[config.mk]
export PLATFORM = sky130hd
export DESIGN_NAME = ip_codma_xfer_sequencer_flat
export DESIGN_NICKNAME = d
export VERILOG_FILES = /design/src/rtl/ip_codma_xfer_sequencer_if.sv /design/src/rtl/ip_codma_xfer_sequencer.sv /design/src/flat_wrapper.sv
export SDC_FILE = /design/constraint.sdc
export NUM_CORES = 1
export LEC_CHECK = 0
export ABC_AREA = 1
export CAP_MARGIN = 30
export CORE_ASPECT_RATIO = 0.7
export CORE_UTILIZATION = 54
export DETAILED_ROUTE_END_ITERATION = 6
export PLACE_DENSITY_LB_ADDON = 0.2
export SLEW_MARGIN = 30
export SYNTH_ARGS = -nofsm -noshare
export SYNTH_HDL_FRONTEND = slang
export SYNTH_SLANG_ARGS = --single-unit
export TNS_END_PERCENT = 10
[constraint.sdc]
create_clock -name clk_i -period 7.35 [get_ports clk_i]
set_input_delay 1.47 -clock clk_i [delete_from_list [all_inputs] [get_ports clk_i]]
set_output_delay 1.47 -clock clk_i [all_outputs]
set_load 0.02 [all_outputs]
[src/rtl/ip_codma_xfer_sequencer_if.sv]
// ip_codma_xfer_sequencer_if: request/done handshake between the sequencer and the read/write machines.
interface ip_codma_xfer_sequencer_if #(parameter int ADDR_W = 32);
  logic              rd_req, rd_done, rd_error;
  logic              wr_req, wr_done, wr_error;
  logic              stop;
  logic [ADDR_W-1:0] rd_addr, wr_addr;
  logic [3:0]        rd_size, wr_size;
  modport master(
    output rd_req, rd_addr, rd_size, wr_req, wr_addr, wr_size, stop,
    input  rd_done, rd_error, wr_done, wr_error
  );
  modport slave(
    input  rd_req, rd_addr, rd_size, wr_req, wr_addr, wr_size, stop,
    output rd_done, rd_error, wr_done, wr_error
  );
endinterface

[src/rtl/ip_codma_xfer_sequencer.sv]
// ip_codma_xfer_sequencer: splits a copy job into 32/16/8 B read-then-write bursts with abort, error and timeout handling.
module ip_codma_xfer_sequencer #(
  parameter int ADDR_W  = 32,
  parameter int LEN_W   = 16,
  parameter int TIMEOUT = 1024
) (
  input  logic                clk_i,
  input  logic                reset_n_i,
  input  logic                start_i,
  input  logic [ADDR_W-1:0]   src_addr_i,
  input  logic [ADDR_W-1:0]   dst_addr_i,
  input  logic [LEN_W-1:0]    len_i,
  input  logic                stop_i,
  input  logic                err_clr_i,
  output logic                busy_o,
  output logic                done_o,
  output logic                error_o,
  output logic [2:0]          err_code_o,
  output logic [LEN_W-1:0]    bytes_moved_o,
  ip_codma_xfer_sequencer_if.master xfer
);
  localparam int CW = $clog2(TIMEOUT);
  localparam logic [2:0] S_IDLE    = 3'd0;
  localparam logic [2:0] S_RD_REQ  = 3'd1;
  localparam logic [2:0] S_RD_WAIT = 3'd2;
  localparam logic [2:0] S_WR_REQ  = 3'd3;
  localparam logic [2:0] S_WR_WAIT = 3'd4;
  localparam logic [2:0] S_DONE    = 3'd5;
  localparam logic [2:0] S_ERROR   = 3'd6;
  logic [2:0]        state, state_nxt, code_nxt, fail;
  logic [ADDR_W-1:0] src, dst;
  logic [LEN_W-1:0]  rem, rem_nxt, blen;
  logic [3:0]        size;
  logic [CW-1:0]     cnt;
  logic              abort, in_wait, timeout, misalign, step;
  logic              rd_req_q, wr_req_q, stop_q;
  function automatic logic [3:0] code_of(input logic [LEN_W-1:0] n);
    return n >= LEN_W'(32) ? 4'd9 : n >= LEN_W'(16) ? 4'd8 : 4'd3;
  endfunction
  assign blen     = size == 4'd9 ? LEN_W'(32) : size == 4'd8 ? LEN_W'(16) : LEN_W'(8);
  assign rem_nxt  = rem - blen;
  assign abort    = stop_i && state != S_IDLE && state != S_ERROR;
  assign in_wait  = state == S_RD_WAIT || state == S_WR_WAIT;
  assign timeout  = in_wait && cnt == CW'(TIMEOUT - 1);
  assign misalign = |{src_addr_i[2:0], dst_addr_i[2:0], len_i[2:0]};
  // Machine errors outrank timeout; a misaligned job is reported as a config error at start.
  assign fail = state == S_RD_WAIT && xfer.rd_error ? 3'd2 :
                state == S_WR_WAIT && xfer.wr_error ? 3'd3 :
                timeout                             ? 3'd4 :
                state == S_IDLE && start_i && misalign ? 3'd1 : 3'd0;
  assign step = state == S_WR_WAIT && (state_nxt == S_RD_REQ || state_nxt == S_DONE);
  always_comb begin
    state_nxt = state;
    code_nxt  = err_code_o;
    if (abort) state_nxt = S_IDLE;
    else if (fail != 3'd0) begin
      state_nxt = S_ERROR;
      code_nxt  = fail;
    end else
      case (state)
        S_IDLE:    if (start_i) state_nxt = len_i == '0 ? S_DONE : S_RD_REQ;
        S_RD_REQ:  state_nxt = S_RD_WAIT;
        S_RD_WAIT: if (xfer.rd_done) state_nxt = S_WR_REQ;
        S_WR_REQ:  state_nxt = S_WR_WAIT;
        S_WR_WAIT: if (xfer.wr_done) state_nxt = rem_nxt == '0 ? S_DONE : S_RD_REQ;
        S_DONE:    state_nxt = S_IDLE;
        S_ERROR:   if (err_clr_i) begin
          state_nxt = S_IDLE;
          code_nxt  = 3'd0;
        end
        default:   state_nxt = S_IDLE;
      endcase
  end
  always_ff @(posedge clk_i or negedge reset_n_i) begin
    if (!reset_n_i) begin
      state         <= S_IDLE;
      busy_o        <= 1'b0;
      done_o        <= 1'b0;
      error_o       <= 1'b0;
      err_code_o    <= 3'd0;
      bytes_moved_o <= '0;
      rd_req_q      <= 1'b0;
      wr_req_q      <= 1'b0;
      stop_q        <= 1'b0;
      src           <= '0;
      dst           <= '0;
      rem           <= '0;
      size          <= 4'd0;
      cnt           <= '0;
    end else begin
      state      <= state_nxt;
      busy_o     <= state_nxt != S_IDLE;
      done_o     <= state_nxt == S_DONE;
      error_o    <= state_nxt == S_ERROR;
      err_code_o <= code_nxt;
      rd_req_q   <= state_nxt == S_RD_REQ;
      wr_req_q   <= state_nxt == S_WR_REQ;
      stop_q     <= abort || (state_nxt == S_ERROR && state != S_ERROR);
      cnt        <= in_wait && state_nxt == state ? cnt + CW'(1) : '0;
      if (state == S_IDLE && start_i) begin
        src           <= src_addr_i;
        dst           <= dst_addr_i;
        rem           <= len_i;
        bytes_moved_o <= '0;
      end
      if (step) begin
        src           <= src + ADDR_W'(blen);
        dst           <= dst + ADDR_W'(blen);
        rem           <= rem_nxt;
        bytes_moved_o <= bytes_moved_o + blen;
      end
      // Size is fixed for the whole burst, chosen from what is left when the read is issued.
      if (state_nxt == S_RD_REQ) size <= code_of(state == S_IDLE ? len_i : rem_nxt);
    end
  end
  assign xfer.rd_req  = rd_req_q;
  assign xfer.wr_req  = wr_req_q;
  assign xfer.stop    = stop_q;
  assign xfer.rd_addr = src;
  assign xfer.wr_addr = dst;
  assign xfer.rd_size = size;
  assign xfer.wr_size = size;
endmodule

[src/flat_wrapper.sv]
// flat-port wrapper written by rule: the top's interface ports become plain ports
module ip_codma_xfer_sequencer_flat 
#(
  parameter int ADDR_W  = 32,
  parameter int LEN_W   = 16,
  parameter int TIMEOUT = 1024
)
  (clk_i, reset_n_i, start_i, src_addr_i, dst_addr_i, len_i, stop_i, err_clr_i, busy_o, done_o, error_o, err_code_o, bytes_moved_o, xfer_rd_req, xfer_rd_addr, xfer_rd_size, xfer_wr_req, xfer_wr_addr, xfer_wr_size, xfer_stop, xfer_rd_done, xfer_rd_error, xfer_wr_done, xfer_wr_error);
  ip_codma_xfer_sequencer_if #(.ADDR_W(ADDR_W)) xfer_i ();
  input  logic clk_i;
  input  logic reset_n_i;
  input  logic start_i;
  input  logic [ADDR_W-1:0] src_addr_i;
  input  logic [ADDR_W-1:0] dst_addr_i;
  input  logic [LEN_W-1:0] len_i;
  input  logic stop_i;
  input  logic err_clr_i;
  output logic busy_o;
  output logic done_o;
  output logic error_o;
  output logic [2:0] err_code_o;
  output logic [LEN_W-1:0] bytes_moved_o;
  output wire logic [$bits(xfer_i.rd_req)-1:0] xfer_rd_req;
  output wire logic [$bits(xfer_i.rd_addr)-1:0] xfer_rd_addr;
  output wire logic [$bits(xfer_i.rd_size)-1:0] xfer_rd_size;
  output wire logic [$bits(xfer_i.wr_req)-1:0] xfer_wr_req;
  output wire logic [$bits(xfer_i.wr_addr)-1:0] xfer_wr_addr;
  output wire logic [$bits(xfer_i.wr_size)-1:0] xfer_wr_size;
  output wire logic [$bits(xfer_i.stop)-1:0] xfer_stop;
  input wire logic [$bits(xfer_i.rd_done)-1:0] xfer_rd_done;
  input wire logic [$bits(xfer_i.rd_error)-1:0] xfer_rd_error;
  input wire logic [$bits(xfer_i.wr_done)-1:0] xfer_wr_done;
  input wire logic [$bits(xfer_i.wr_error)-1:0] xfer_wr_error;
  assign xfer_rd_req = xfer_i.rd_req;
  assign xfer_rd_addr = xfer_i.rd_addr;
  assign xfer_rd_size = xfer_i.rd_size;
  assign xfer_wr_req = xfer_i.wr_req;
  assign xfer_wr_addr = xfer_i.wr_addr;
  assign xfer_wr_size = xfer_i.wr_size;
  assign xfer_stop = xfer_i.stop;
  assign xfer_i.rd_done = xfer_rd_done;
  assign xfer_i.rd_error = xfer_rd_error;
  assign xfer_i.wr_done = xfer_wr_done;
  assign xfer_i.wr_error = xfer_wr_error;
  ip_codma_xfer_sequencer #(.ADDR_W(ADDR_W), .LEN_W(LEN_W), .TIMEOUT(TIMEOUT)) u_core (.clk_i(clk_i), .reset_n_i(reset_n_i), .start_i(start_i), .src_addr_i(src_addr_i), .dst_addr_i(dst_addr_i), .len_i(len_i), .stop_i(stop_i), .err_clr_i(err_clr_i), .busy_o(busy_o), .done_o(done_o), .error_o(error_o), .err_code_o(err_code_o), .bytes_moved_o(bytes_moved_o), .xfer(xfer_i));
endmodule
== After elaboration in Yosys (flattened, before gate mapping) ==
Index checks and enable logic that the tools add are counted.
Operators by class
  add/subtract/negate cells: 5
  $mul: 0
  div/mod/pow operators: 0
  magnitude comparators: 2
  equality and inequality tests: 14
  shifts and indexed selects: 0
  muxes and demuxes: 30
  bitwise gates (word level): 1
  reductions and logical operators: 24
Operators with widths (number)
  32-bit two-way mux: 4
  16-bit two-way mux: 6
  32-bit by 16-bit adder with 32-bit output: 2
  3-bit two-way mux: 14
  16-bit logical NOT: 2
  3-bit case mux with 6 select lines: 1
  16-bit adder: 1
  16-bit by 5-bit greater-or-equal comparator with 1-bit output (second input constant): 1
  16-bit by 6-bit greater-or-equal comparator with 1-bit output (second input constant): 1
  16-bit subtractor: 1
  3-bit equality test (second input constant): 4
  10-bit by 1-bit adder with 10-bit output (second input constant): 1
  10-bit equality test (second input constant): 1
  1-bit logical AND: 10
  10-bit two-way mux: 1
  3-bit by 2-bit equality test with 1-bit output (second input constant): 3
  3-bit nonzero test: 3
  9-bit OR reduction: 1
  4-bit equality test (second input constant): 2
  4-bit two-way mux: 2
  3-bit by 1-bit equality test with 1-bit output (second input constant): 2
  2-bit nonzero test: 3
  5-bit two-way mux: 1
  3-bit equality test: 1
  other kinds (6): 8
Word-level totals
  bits in registers: 122
  latch bits: 0
  memory bits (writable): 0
  ROM bits: 0
  bits of input ports: 89
  word-level logic and storage cells: 90
  memories: 0

== Logic depth before layout (Yosys ltp) ==
  depth after elaboration: 14
  gate-level depth with buffers: 23
  gate-level depth less buffers: 23

== Worst setup path after synthesis ==
Ideal clock, no wire load.
  kind: reg-to-reg
  start point: register u_core.size[1], in the netlist u_core.xfer.rd_size[1]
  end point: register u_core.dst[29], in the netlist u_core.xfer.wr_addr[29]
  library setup time: 0.123 ns
  arrival time: 3.105 ns
  setup slack: 4.122 ns
  stages on the path, launching flop included: 16
  clock period less this slack: 3.228 ns
  cells stage by stage: dfrtp_1 > inv_1 > nand2_1 > nor2_1 > inv_1 > fa_1 > or2_2 > a21oi_1 > nand2_1 > nor2_1 > nand2_1 > nor2_1 > nand3_1 > xor2_1 > o21ai_1 > o21ai_1
On the way
  word-level cells in the longest chain between the ends: 14
Ends and longest elaborated chain
  from (decl): RTL line ip_codma_xfer_sequencer.sv:33  | logic [3:0] size;
  from (signal assigned): RTL line ip_codma_xfer_sequencer.sv:113  | if (state_nxt == S_RD_REQ) size <= code_of(state == S_IDLE ? len_i : rem_nxt);
  4-bit equality test: RTL line ip_codma_xfer_sequencer.sv:40  | assign blen = size == 4'd9 ? LEN_W'(32) : size == 4'd8 ? LEN_W'(16) : LEN_W'(8);
  5-bit two-way mux: RTL line ip_codma_xfer_sequencer.sv:40
  16-bit two-way mux (*): RTL line ip_codma_xfer_sequencer.sv:40
  16-bit subtractor: RTL line ip_codma_xfer_sequencer.sv:41  | assign rem_nxt = rem - blen;
  16-bit logical NOT: RTL line ip_codma_xfer_sequencer.sv:65  | S_WR_WAIT: if (xfer.wr_done) state_nxt = rem_nxt == '0 ? S_DONE : S_RD_REQ;
  3-bit two-way mux (2 in series): RTL line ip_codma_xfer_sequencer.sv:65
  3-bit case mux with 6 select lines: RTL line ip_codma_xfer_sequencer.sv:60  | case (state)
  3-bit two-way mux: RTL line ip_codma_xfer_sequencer.sv:56  | else if (fail != 3'd0) begin
  3-bit two-way mux: RTL line ip_codma_xfer_sequencer.sv:55  | if (abort) state_nxt = S_IDLE;
  3-bit by 1-bit equality test with 1-bit output or 3-bit equality test (tied branches): RTL line ip_codma_xfer_sequencer.sv:51  | assign step = state == S_WR_WAIT && (state_nxt == S_RD_REQ || state_nxt == S_DONE);
  1-bit logical OR: RTL line ip_codma_xfer_sequencer.sv:51
  1-bit logical AND: RTL line ip_codma_xfer_sequencer.sv:51
  32-bit two-way mux or 2-bit nonzero test (tied branches)
  to (signal assigned): RTL line ip_codma_xfer_sequencer.sv:102  | dst <= dst_addr_i;
  to (signal assigned): RTL line ip_codma_xfer_sequencer.sv:108  | dst <= dst + ADDR_W'(blen);
  to (decl): RTL line ip_codma_xfer_sequencer.sv:31  | logic [ADDR_W-1:0] src, dst;
Every way passes the cells marked *; elsewhere a longest branch is shown, timed or not.
A chain may end at the register's enable or synchronous reset.

== Worst setup path after layout ==
  start point: input start_i
  end point: register u_core.rem[9]
On the way
  word-level cells in the longest chain between the ends: 13
Ends and longest elaborated chain
  from (decl): RTL line flat_wrapper.sv:12  | input logic start_i;
  1-bit logical AND: RTL line ip_codma_xfer_sequencer.sv:50, ip_codma_xfer_sequencer.sv:100
  1-bit logical AND: RTL line ip_codma_xfer_sequencer.sv:50  | state == S_IDLE && start_i && misalign ? 3'd1 : 3'd0;
  1-bit two-way mux: RTL line ip_codma_xfer_sequencer.sv:50
  3-bit two-way mux: RTL line ip_codma_xfer_sequencer.sv:49  | timeout ? 3'd4 :
  3-bit two-way mux: RTL line ip_codma_xfer_sequencer.sv:48  | state == S_WR_WAIT && xfer.wr_error ? 3'd3 :
  3-bit two-way mux: RTL line ip_codma_xfer_sequencer.sv:47  | assign fail = state == S_RD_WAIT && xfer.rd_error ? 3'd2 :
  3-bit nonzero test: RTL line ip_codma_xfer_sequencer.sv:56
  3-bit two-way mux: RTL line ip_codma_xfer_sequencer.sv:56
  3-bit two-way mux: RTL line ip_codma_xfer_sequencer.sv:55
  3-bit by 1-bit equality test with 1-bit output or 3-bit equality test (tied branches): RTL line ip_codma_xfer_sequencer.sv:51
  1-bit logical OR: RTL line ip_codma_xfer_sequencer.sv:51
  1-bit logical AND: RTL line ip_codma_xfer_sequencer.sv:51
  16-bit two-way mux or 2-bit nonzero test (tied branches)
  to (signal assigned): RTL line ip_codma_xfer_sequencer.sv:103  | rem <= len_i;
  to (signal assigned): RTL line ip_codma_xfer_sequencer.sv:109  | rem <= rem_nxt;
  to (decl): RTL line ip_codma_xfer_sequencer.sv:32  | logic [LEN_W-1:0] rem, rem_nxt, blen;
Parallel ways exist; a longest one is shown, timed or not.

==> impl_metrics.yaml <==
floorplanning:
  die_w_um: 142
  io_pins: 186
  die_h_um: 100
  core_sq_um: 13300
  start_util_pct: 55.8
  die_area_sq_um: 14200
  rows: 35
synth:
  synth_most_common_cell: "nand2_1"
  postSynthCellCount: 1009
  ys_warn_count: 0
  netlist.area_leader.share_pct: 39.9
  async_reset_ff_share_pct: 100
  yosys.area.top_type: "dfrtp_1"
  synth_compound_area_share_pct: 9.33
  muxShareOfSynthArea_pct: 0
  syn-cell-area_sq_um: 7400
  synth_edf_count: 0
  ys_seq_area_share_pct: 39.9
  synth_xor_area_share_pct: 7.81
  ys_top_cells_by_area: "dfrtp_1 40%, nand2_1 16%, xor2_1 6.4%, inv_1 5.2%, nor2_1 4.4%"
  ys_seq_elements: 118
  synth_top_family_by_area: "simple AND/OR/NAND/NOR gates"
  synth.cells.most_frequent: "320 x nand2_1, 118 x dfrtp_1, 103 x inv_1"
  synthAdderAreaFrac_pct: 3.28
  synth_simple_gate_area_share_pct: 30.7
  yosys.cell_types.count: 39
  syn_area_per_cell_sq_um: 7.34
  synthFlopType: "dfrtp_1"
grt:
  grt_pass1_wl_um: 33900
  grt_pass1_vias: 6968
  grt_max_degree: 78
  grt_overflow: 0
  grt_usage_pct: 30.5
  antenna_found_initial: 0
timing:
  max_freq_mhz: 194
  rsz0062_at_grt: "no"
  tns_ns: 0
  post-route-period-util_pct: 70.0
  hold_violations: 0
  drv_slew: 0
  tightest_slew_ns: 0.909
  setup_violations: 0
  period_minus_slack_ns: 5.14
  hold_ws_ns: 0.464
  skew_ns: 0.00944
  relSlewSlack_pct: 39.3
status:
  status: "finished clean"
finish:
  drive_above_1_share_pct: 5.12
  stdcell_area_sq_um: 9790
  ff_latch_area_sq_um: 2950
  antenna_cells: 0
  area_delta_synth_final_pct: 32.3
  final_nets: 1285
  multi_input_area_sq_um: 3800
  fill_cells: 999
power:
  cellPowerDensity_nw_per_um2: 414
  combinationalPowerShare_pct: 51.6
  p_sw_w: 0.00188
  p_int_w: 0.00217
  irDropWorstVdd_uv: 218
  seq_power_share_pct: 29.6
  p_sw_share_pct: 46.4
  pwr-share-clk_pct: 18.7
  p_leak_nw: 4.61
cts:
  root_buffer: "clkbuf_16"
  post_cts_resized: 0
  cts_inserted_buffers: 17
  htree_num_levels: 4
  path_clk_slew_ns: 0.05
  clock-sinks: 118
  insertion_delay_ns: 0.42
  post_cts_buffers: 0
  ctsHoldBuffers: 0
  cts_buffer_depth: 2
  cts_tree: "built"
worst_setup_path:
  cp-start-kind: "input pin"
  path_max_fanout: 77
  required_ns: 7.70
  critPathKind: "in2reg"
  worstSetupStartpoint: "start_i"
  end_kind: "flip-flop"
  reg2reg_from: "u_core.state[2]$_DFF_PN0_"
  critPathArrivalTime_ns: 5.49
detailed_routing:
  wl_per_cell_um: 14.9
  drc_errors: 0
  via_count: 7361
  vias_per_cell: 5.35
  drt.antenna.violating_nets: 0
  wirelength_um: 20600
  drtPass1Iterations: 5
  drt_iter0_drc: 511
hold_path:
  hold_start: "u_core.cnt[0]$_DFF_PN0_"
  hold_class: "reg2reg"
placed_design:
  routabilityCongestion: 0.951
  place_area_sq_um: 9250
  dp_hpwl_um: 14400
  io_buffers: 180
flow_run:
  max-cap-violations: 0
metrics by stage:
stage	worst slack [ns]	instances	utilization (%)	total power, W
floorplan	4.12	1013	-	0.00251
global placement	1.97	1343	69.4	0.00321
detailed placement	1.84	1345	69.7	0.00327
CTS	2.24	1377	73.8	0.00405
global route	1.88	1377	73.8	0.00435
finish	2.21	1377	73.8	0.00405
critical path, cell delays in order:
cell and delay, ns:
clkdlybuf4s50_1 0.50, nand2_4 0.16, inv_4 0.59, o31ai_4 0.17
nand2_2 0.13, nor2_4 0.05, nand2_1 0.08, nand2_2 0.11
nand2_4 0.12, inv_2 0.05, nand2_4 0.56, nand2_2 0.08
buf_4 0.31, inv_2 0.73, nand2_1 0.16, nand3_1 0.13
per-layer routing:
metal / global-route usage, % / share of wire [%] / wire [um]
met1: 42.4 / 45 / 9340
met2: 46.5 / 44 / 9100
met3: 7.63 / 8.2 / 1680
met4: 10.9 / 2.3 / 466
met5: 0 / 0 / 0
cells by family after synthesis:
family                   Yosys count
AND/OR/NAND/NOR                  537
buffers and inverters            146
AO/OA/AOI/OAI                    124
flip-flops                       118
XOR/XNOR                          66
adder cells (fa/ha/maj)           17
other                              1
power by group through the flow:
stage	registers (W)	clock network, W	logic (W)
6_report	0.00120	0.000760	0.00209
5_1_grt	0.00124	0.000795	0.00232
4_1_cts	0.00119	0.000764	0.00209
3_5_place_dp	0.00120	0	0.00207
3_3_place_gp	0.00120	0	0.00201
2_1_floorplan	0.00138	0	0.00113
cell usage in the layout, fill, tap and decap left out, types with 4 or more instances in the layout:
master / n
a21oi_1: 10
a22oi_1: 12
clkbuf_16: 17
clkdlybuf4s50_1: 179
clkinvlp_4: 8
conb_1: 5
dfrtp_1: 118
fa_1: 4
ha_1: 13
inv_1: 103
inv_2: 5
nand2_1: 320
nand2_2: 5
nand3_1: 64
nand4_1: 17
nor2_1: 86
nor3_1: 23
nor4_1: 7
o21ai_0: 44
o21ai_1: 45
o22ai_1: 4
xnor2_1: 12
xor2_1: 54
final timing paths:
path	end	slack (ns)	cells past startpoint
max in group asynchronous	u_core.xfer.rd_addr[2]$_DFFE_PN0P_	5.23	2
worst min-delay path	u_core.cnt[0]$_DFF_PN0_	0.46	1
min in group asynchronous	u_core.xfer.rd_addr[14]$_DFFE_PN0P_	1.07	1
worst max-delay path	u_core.rem[9]$_DFFE_PN0P_	2.21	16
worst max register to register	u_core.rem[9]$_DFFE_PN0P_	2.98	18
worst min register to register	u_core.cnt[0]$_DFF_PN0_	0.46	1
sequential cells by signal (all words and copies together) (netlist names), 3 cells and up:
name / flops
u_core.xfer.rd_addr: 32
u_core.xfer.wr_addr: 32
u_core.rem: 16
u_core.bytes_moved_o: 13
u_core.cnt: 10
u_core.err_code_o: 3
u_core.state: 3
u_core.xfer.rd_size: 3
cell type report:
cell class | instances | area share [%]
Multi-Input combinational cell | 749 | 38.8
Clock buffer | 17 | 4.34
Clock inverter | 15 | 1.12
Inverter | 109 | 4.20
Timing Repair Buffer | 184 | 19.0
Sequential cell | 118 | 30.2
Tap cell | 185 | 2.36
Note: power is estimated with default switching activity, not from simulation.
